==> src/rtl/pe_mac_multimode.sv <==
// Systolic-array PE with selectable output-stationary (OS) or weight-stationary (WS) dataflow.
// Latency: every output is registered, so A/B copies, results and psums appear 1 cycle after their inputs.
// Backpressure: there is no ready path; enable=0 freezes every register, and beats with a low valid are bubbles.
//
// Ports:
//   clk, rst_n                      clock and asynchronous active-low reset
//   enable, mode                    global advance; 0 = OS, 1 = WS
//   a_in/a_valid_in/first_in/last_in   operand A with its tile markers, from the west
//   b_in/b_valid_in/w_load             operand B or weight from the north; w_load captures the weight (WS)
//   psum_in/psum_valid_in/drain_shift  psum (WS) or drained result (OS) from the north; drain_shift steps the OS chain
//   a_out.., b_out..                   registered east and south copies
//   psum_out/psum_valid_out            result or psum to the south
//   sat_flag, err_flag                 sticky overflow (per tile) and capture/drain collision
module pe_mac_multimode #(
    parameter int DATA_WIDTH = 16,
    parameter int ACC_WIDTH  = 32,
    parameter bit SATURATE   = 1'b1
) (
    input  logic                         clk,
    input  logic                         rst_n,
    input  logic                         enable,
    input  logic                         mode,
    input  logic signed [DATA_WIDTH-1:0] a_in,
    input  logic                         a_valid_in,
    input  logic                         first_in,
    input  logic                         last_in,
    input  logic signed [DATA_WIDTH-1:0] b_in,
    input  logic                         b_valid_in,
    input  logic                         w_load,
    input  logic signed [ACC_WIDTH-1:0]  psum_in,
    input  logic                         psum_valid_in,
    input  logic                         drain_shift,
    output logic signed [DATA_WIDTH-1:0] a_out,
    output logic                         a_valid_out,
    output logic                         first_out,
    output logic                         last_out,
    output logic signed [DATA_WIDTH-1:0] b_out,
    output logic                         b_valid_out,
    output logic signed [ACC_WIDTH-1:0]  psum_out,
    output logic                         psum_valid_out,
    output logic                         sat_flag,
    output logic                         err_flag
);

    localparam logic signed [ACC_WIDTH-1:0] ACC_MAX = {1'b0, {(ACC_WIDTH-1){1'b1}}};
    localparam logic signed [ACC_WIDTH-1:0] ACC_MIN = {1'b1, {(ACC_WIDTH-1){1'b0}}};

    logic signed [DATA_WIDTH-1:0] a_q, a_d, b_q, b_d, weight_q, weight_d;
    logic                         a_vld_q, a_vld_d, b_vld_q, b_vld_d;
    logic                         first_q, first_d, last_q, last_d;
    logic signed [ACC_WIDTH-1:0]  acc_q, acc_d, res_q, res_d;
    logic                         psum_vld_q, psum_vld_d;
    logic                         sat_q, sat_d, err_q, err_d, mode_q, mode_d;

    // One shared multiplier: B in OS, the stored weight in WS.
    logic signed [DATA_WIDTH-1:0]   mul_b;
    logic signed [2*DATA_WIDTH-1:0] prod;
    logic signed [ACC_WIDTH-1:0]    base;
    logic        [ACC_WIDTH:0]      sum;
    logic                           ovf;
    logic signed [ACC_WIDTH-1:0]    mac_res;

    assign mul_b = mode_q ? weight_q : b_in;
    assign prod  = a_in * mul_b;
    assign base  = mode_q ? (psum_valid_in ? psum_in : '0)
                          : (first_in ? '0 : acc_q);
    // One extra bit of headroom; overflow shows up as the top two bits disagreeing.
    assign sum   = {base[ACC_WIDTH-1], base}
                 + {{(ACC_WIDTH+1-2*DATA_WIDTH){prod[2*DATA_WIDTH-1]}}, prod};
    assign ovf   = sum[ACC_WIDTH] ^ sum[ACC_WIDTH-1];

    always_comb begin
        mac_res = sum[ACC_WIDTH-1:0];
        if (ovf && SATURATE) begin
            mac_res = sum[ACC_WIDTH] ? ACC_MIN : ACC_MAX;
        end
    end

    always_comb begin
        a_d        = a_q;
        a_vld_d    = a_vld_q;
        first_d    = first_q;
        last_d     = last_q;
        b_d        = b_q;
        b_vld_d    = b_vld_q;
        weight_d   = weight_q;
        acc_d      = acc_q;
        res_d      = res_q;
        psum_vld_d = psum_vld_q;
        sat_d      = sat_q;
        err_d      = err_q;
        mode_d     = mode_q;
        if (enable) begin
            a_d     = a_in;
            a_vld_d = a_valid_in;
            first_d = first_in;
            last_d  = last_in;
            b_d     = b_in;
            b_vld_d = b_valid_in;
            if (mode != mode_q) begin
                // Switching dataflow abandons the tile in flight; the weight survives.
                mode_d     = mode;
                acc_d      = '0;
                psum_vld_d = 1'b0;
                sat_d      = 1'b0;
            end else if (!mode_q) begin
                if (a_valid_in && b_valid_in) begin
                    acc_d = mac_res;
                    sat_d = (first_in ? 1'b0 : sat_q) | ovf;
                    if (last_in) begin
                        res_d      = mac_res;
                        psum_vld_d = 1'b1;
                        // The drained value from the north is lost under a capture.
                        if (drain_shift) begin
                            err_d = 1'b1;
                        end
                    end
                end
                if (drain_shift && !(a_valid_in && b_valid_in && last_in)) begin
                    res_d      = psum_in;
                    psum_vld_d = psum_valid_in;
                end
            end else begin
                if (w_load && b_valid_in) begin
                    weight_d = b_in;
                end
                if (a_valid_in) begin
                    res_d      = mac_res;
                    psum_vld_d = 1'b1;
                    sat_d      = (first_in ? 1'b0 : sat_q) | ovf;
                end else begin
                    psum_vld_d = 1'b0;
                end
            end
        end
    end

    always_ff @(posedge clk or negedge rst_n) begin
        if (!rst_n) begin
            a_q        <= '0;
            a_vld_q    <= 1'b0;
            first_q    <= 1'b0;
            last_q     <= 1'b0;
            b_q        <= '0;
            b_vld_q    <= 1'b0;
            weight_q   <= '0;
            acc_q      <= '0;
            res_q      <= '0;
            psum_vld_q <= 1'b0;
            sat_q      <= 1'b0;
            err_q      <= 1'b0;
            mode_q     <= 1'b0;
        end else begin
            a_q        <= a_d;
            a_vld_q    <= a_vld_d;
            first_q    <= first_d;
            last_q     <= last_d;
            b_q        <= b_d;
            b_vld_q    <= b_vld_d;
            weight_q   <= weight_d;
            acc_q      <= acc_d;
            res_q      <= res_d;
            psum_vld_q <= psum_vld_d;
            sat_q      <= sat_d;
            err_q      <= err_d;
            mode_q     <= mode_d;
        end
    end

    assign a_out          = a_q;
    assign a_valid_out    = a_vld_q;
    assign first_out      = first_q;
    assign last_out       = last_q;
    assign b_out          = b_q;
    assign b_valid_out    = b_vld_q;
    assign psum_out       = res_q;
    assign psum_valid_out = psum_vld_q;
    assign sat_flag       = sat_q;
    assign err_flag       = err_q;

endmodule
==> config.mk <==
export PLATFORM = sky130hd
export DESIGN_NAME = pe_mac_multimode
export DESIGN_NICKNAME = d
export VERILOG_FILES = /design/src/rtl/pe_mac_multimode.sv
export SDC_FILE = /design/constraint.sdc
export NUM_CORES = 1
export LEC_CHECK = 0
export ABC_AREA = 0
export CORE_MARGIN = 8
export CORE_UTILIZATION = 30
export DETAILED_ROUTE_END_ITERATION = 10
export GPL_TIMING_DRIVEN = 0
export PLACE_DENSITY = 0.6
export RECOVER_POWER = 50
export SLEW_MARGIN = 0
export SYNTH_ARGS = -nofsm -noshare
export SYNTH_HDL_FRONTEND = slang
export SYNTH_SLANG_ARGS = --single-unit
==> constraint.sdc <==
create_clock -name clk -period 7.1 [get_ports clk]
set_clock_uncertainty 0.1 [all_clocks]
set_input_delay 1.42 -clock clk [delete_from_list [all_inputs] [get_ports clk]]
set_output_delay 1.42 -clock clk [all_outputs]
set_load 0.05 [all_outputs]
==> summary.md, run 1 <==
| Metric | Value |
|---|---|
| IO Port Bufs | approximately 140 |
| Portion of synthesized cell area occupied by the leading cell type | a little over a third |
| Number of global-route vias before repair | roughly 14,000 |
| CTS Root Cell | sky130_fd_sc_hd__clkbuf_16 |
| Remaining design rule violation count | 0 |
| Sinks on Clock Net | 120 |
| Number of failing setup endpoints in the final timing report | 65 |
| Routed wire per std cell | 20.1 um |
| Final layout net count | roughly 2,400 |
| Largest net degree at the start of global routing | between 80 and 90 |
| Worst setup slack after layout | -615 ps |
| Largest family of logic cells by synthesized area | adder cells |
| Clock tree from TritonCTS | yes |
| Antenna violations before repair | 0 |
| Count of standard-cell rows | between 80 and 90 |
| Slew at the pin closest to its max-slew limit | between 2000 and 2500 ps |
| Crit path launch type | input pin |
| Parity-gate share of the synthesized area counting xor and xnor cells | just under 2% |
| Synth top area cells | sky130_fd_sc_hd__fa_1, sky130_fd_sc_hd__dfrtp_1, sky130_fd_sc_hd__inv_1, sky130_fd_sc_hd__ha_1, sky130_fd_sc_hd__mux2_2 |
| Number of placed instances, taps included | approximately 2,600 |
| Compound-gate portion of the synthesized area | between 9 and 10% |
| Number of fill cells in the layout | around 5,500 |
| Async set-or-reset flop fraction in the synthesized netlist | 100% |
| Post-synthesis adder-cell area fraction | between 40 and 50% |
| Max transition margin | -49.0% |
| Chip Height | ~250 um |
| Worst path required time | approximately 7400 ps |
| Number of cells produced by synthesis | around 1,700 |
| Data arrival time of the critical path | between 7000 and 8000 ps |
| Average via count per standard cell | about 4.8 |
| Placer congestion estimate | ~0.93 |
| IO Pins | ~150 |
| Portion of netlist area occupied by mux cells | 4.76% |
| Most used cells in the layout excluding fill and tap cells | sky130_fd_sc_hd__inv_1, sky130_fd_sc_hd__fa_1, sky130_fd_sc_hd__nand2_1 |
| RSZ-0062 raised after global routing | true |
| Final Hold Vio Count | 0 |
| Sequential share of the synthesized area | roughly 18% |
| Net count of the mapped netlist | 2,189 |
| Length of the first detailed-routing pass in iterations | 4 |
| Final Cycle Share | 109% |
| Number of max-capacitance violations reported | 2 |
| Yosys warns | 0 |
| Average cell area after synthesis | roughly 9.8 sq um |
| Layout overhead on the synthesized area | 29.5% |
| Iteration-0 DRC Markers | 821 |
| Hold buffers post-CTS | 0 |
| Congestion Overflow GR | 0 |
| First-pass GRT wire length | between 80 and 90 mm |
| Number of buffers created by CTS | 17 |
| Chip Width | roughly 250 um |
| Reg area | around 0.003 sq mm |
| Start-to-end type of the worst setup path | in -> reg |
| Largest fanout on the critical path | 5 |
| Synth cell types | 67 |
| Clock insertion delay at the later pin of the skew report | 480 ps |
| Most common library cell in the layout ignoring fill and taps | sky130_fd_sc_hd__inv_1 |
| Element type at the critical path end | flop |
| Cell taking the most area after synthesis | sky130_fd_sc_hd__fa_1 |
| Slew Viols, Final | 123 |
| Die Footprint | 0.0636 sq mm |
| Simple-gate portion of the synthesized area | between 10% and 20% |
| Starting Density | a little under a third |
| Cell Count, Final, Fillers Out | approximately 2,700 |
| Fraction of final layout cells with drive strength greater than 1 | approximately a fifth |
| Count of nets left with antenna violations after detail routing | 0 |
| Post-synthesis sequential element count | 120 |
| Final critical path time including I/O delays and setup | approximately 7700 ps |
| Setup Slack @ Placement | -2370 ps |
| Number of vias in the routed layout | between 10,000 and 15,000 |
| Longest Clk Path Bufs | 2 |
| Dominant synthesized flop cell | sky130_fd_sc_hd__dfrtp_1 |
| Classification of the worst-slack hold path | reg -> reg |
| Failing checks | capacitance limit, slew limit, setup timing |
| Antenna cells | 0 |
| Max Freq | 0.130 GHz |
| Final HPWL from detailed placement | between 40 and 50 mm |
| Clock-pin transition on the worst setup and hold timing paths | 60 ps |
| Gr usage total | 17.6% |
| Combined area of the multi-input logic cells | between 0.01 and 0.015 sq mm |
| Status | finished with violations |
| H-tree depth | 4 |
| Routed WL | ~55 mm |
| Core region area | roughly 0.055 sq mm |
| Worst hold slack after final layout | about 380 ps |
| Netlist Area Pre-Place | roughly 0.017 sq mm |
| Count of flip-flops with a built-in enable after synthesis | 0 |
synth_stat cells, drive strengths merged, types with 45 or more instances:
cell and count:
inv 349, fa 299, nand2 168, dfrtp 120, ha 103, and2 77, clkbuf 66, mux2 65
nor2 65, a21oi 62, o21ai 53, a22o 48, nor2b 45
per-layer routing:
metal / GRT usage [%] / vias up / part of all wire (%)
li1: - / 5827 / -
met1: 23.3 / 6780 / 43
met2: 28.2 / 463 / 47
met3: 3.41 / 86 / 6.4
met4: 7.22 / 0 / 3.7
met5: 0 / - / 0
flip-flops by register name (all words and copies together), names as in the netlist, 16 cells and up:
signal,cells
acc_q,32
weight_q,16
a_out,16
b_out,16
psum_out,32
final cells by class:
cell class              instances  share of cell area (%)
clock buffers                  18                    2.03
repair buffers                233                    10.4
plain buffers                  70                    2.65
inverters                     349                    6.07
clock inverters                13                   0.779
flip-flops and latches        120                    13.9
multi-input cells            1169                    59.9
well taps                     748                    4.32
through the flow:
stage / setup TNS (ps) / area (sq um) / util [%]
2_1_floorplan: -29960 / 16900 / -
3_3_place_gp: -219730 / 19300 / 35.0
3_5_place_dp: -137080 / 19300 / 35.0
4_1_cts: -37810 / 21200 / 38.4
5_1_grt: -45490 / 21700 / 39.3
6_report: -34230 / 21700 / 39.3
worst max-delay path, stage by stage:
cell	delay [ps]
sky130_fd_sc_hd__buf_6	100
sky130_fd_sc_hd__mux2_4	330
sky130_fd_sc_hd__clkbuf_16	190
sky130_fd_sc_hd__nand2_8	60
sky130_fd_sc_hd__inv_4	30
sky130_fd_sc_hd__fa_2	630
sky130_fd_sc_hd__inv_2	60
sky130_fd_sc_hd__fa_2	580
sky130_fd_sc_hd__inv_4	60
sky130_fd_sc_hd__buf_12	130
sky130_fd_sc_hd__fa_2	570
sky130_fd_sc_hd__fa_1	440
sky130_fd_sc_hd__fa_1	500
sky130_fd_sc_hd__inv_1	50
sky130_fd_sc_hd__fa_1	510
sky130_fd_sc_hd__inv_2	50
sky130_fd_sc_hd__ha_4	230
sky130_fd_sc_hd__and3_4	180
sky130_fd_sc_hd__and2_4	160
sky130_fd_sc_hd__and3_1	190
sky130_fd_sc_hd__a21bo_2	210
sky130_fd_sc_hd__nand2_4	80
sky130_fd_sc_hd__mux2_4	360
sky130_fd_sc_hd__buf_8	150
sky130_fd_sc_hd__buf_12	120
sky130_fd_sc_hd__buf_6	110
sky130_fd_sc_hd__or2_4	220
sky130_fd_sc_hd__a32o_1	240
final timing paths:
kind,startpoint,to,slack [ps],depth (start not counted)
worst max register to register,mode_q$_DFFE_PN0P_,acc_q[25]$_DFFE_PN0P_,-500,29
max in group asynchronous,rst_n,acc_q[25]$_DFFE_PN0P_,2220,2
min in group asynchronous,rst_n,b_out[14]$_DFFE_PN0P_,1510,1
worst min-delay path,acc_q[0]$_DFFE_PN0P_,acc_q[0]$_DFFE_PN0P_,380,2
worst min register to register,acc_q[0]$_DFFE_PN0P_,acc_q[0]$_DFFE_PN0P_,380,2
worst max-delay path,b_in[1],acc_q[25]$_DFFE_PN0P_,-620,28
timing repair:
action / 4_1_cts / 5_1_grt
gates resized for setup: 287 / 104
endpoints found under the setup margin: 65 / 65
pin swaps: 51 / 58
buffers inserted: 57 / 27
hold endpoints to repair: 0 / 0
cloned: 3 / 1
logic make-up (layout without fill, tap and decap cells):
kind of cell | count (synthesis) | in the layout
flops | 120 | 120
xor+xnor | 37 | 37
mux | 71 | 71
buf+inv | 423 | 683
fa+ha+maj | 409 | 409
simple gates | 413 | 413
compound gates | 239 | 239
Power of run 1 is not shown: default switching activity piles up to over one toggle a cycle in this logic, so the estimate is an artifact.
==> inputs of run 2 (changes only) <==
==> constraint.sdc (replaced) <==
create_clock -name clk -period 7.1 [get_ports clk]
set_clock_uncertainty 0.1 [all_clocks]
set_input_delay 1.42 -clock clk [delete_from_list [all_inputs] [get_ports clk]]
set_output_delay 1.42 -clock clk [all_outputs]
set_load 0.005 [all_outputs]
==> results of run 2 <==
No change in the layout: final DEF, timing and power equal those of run 1.
Power of run 2 is left out for the same reason.
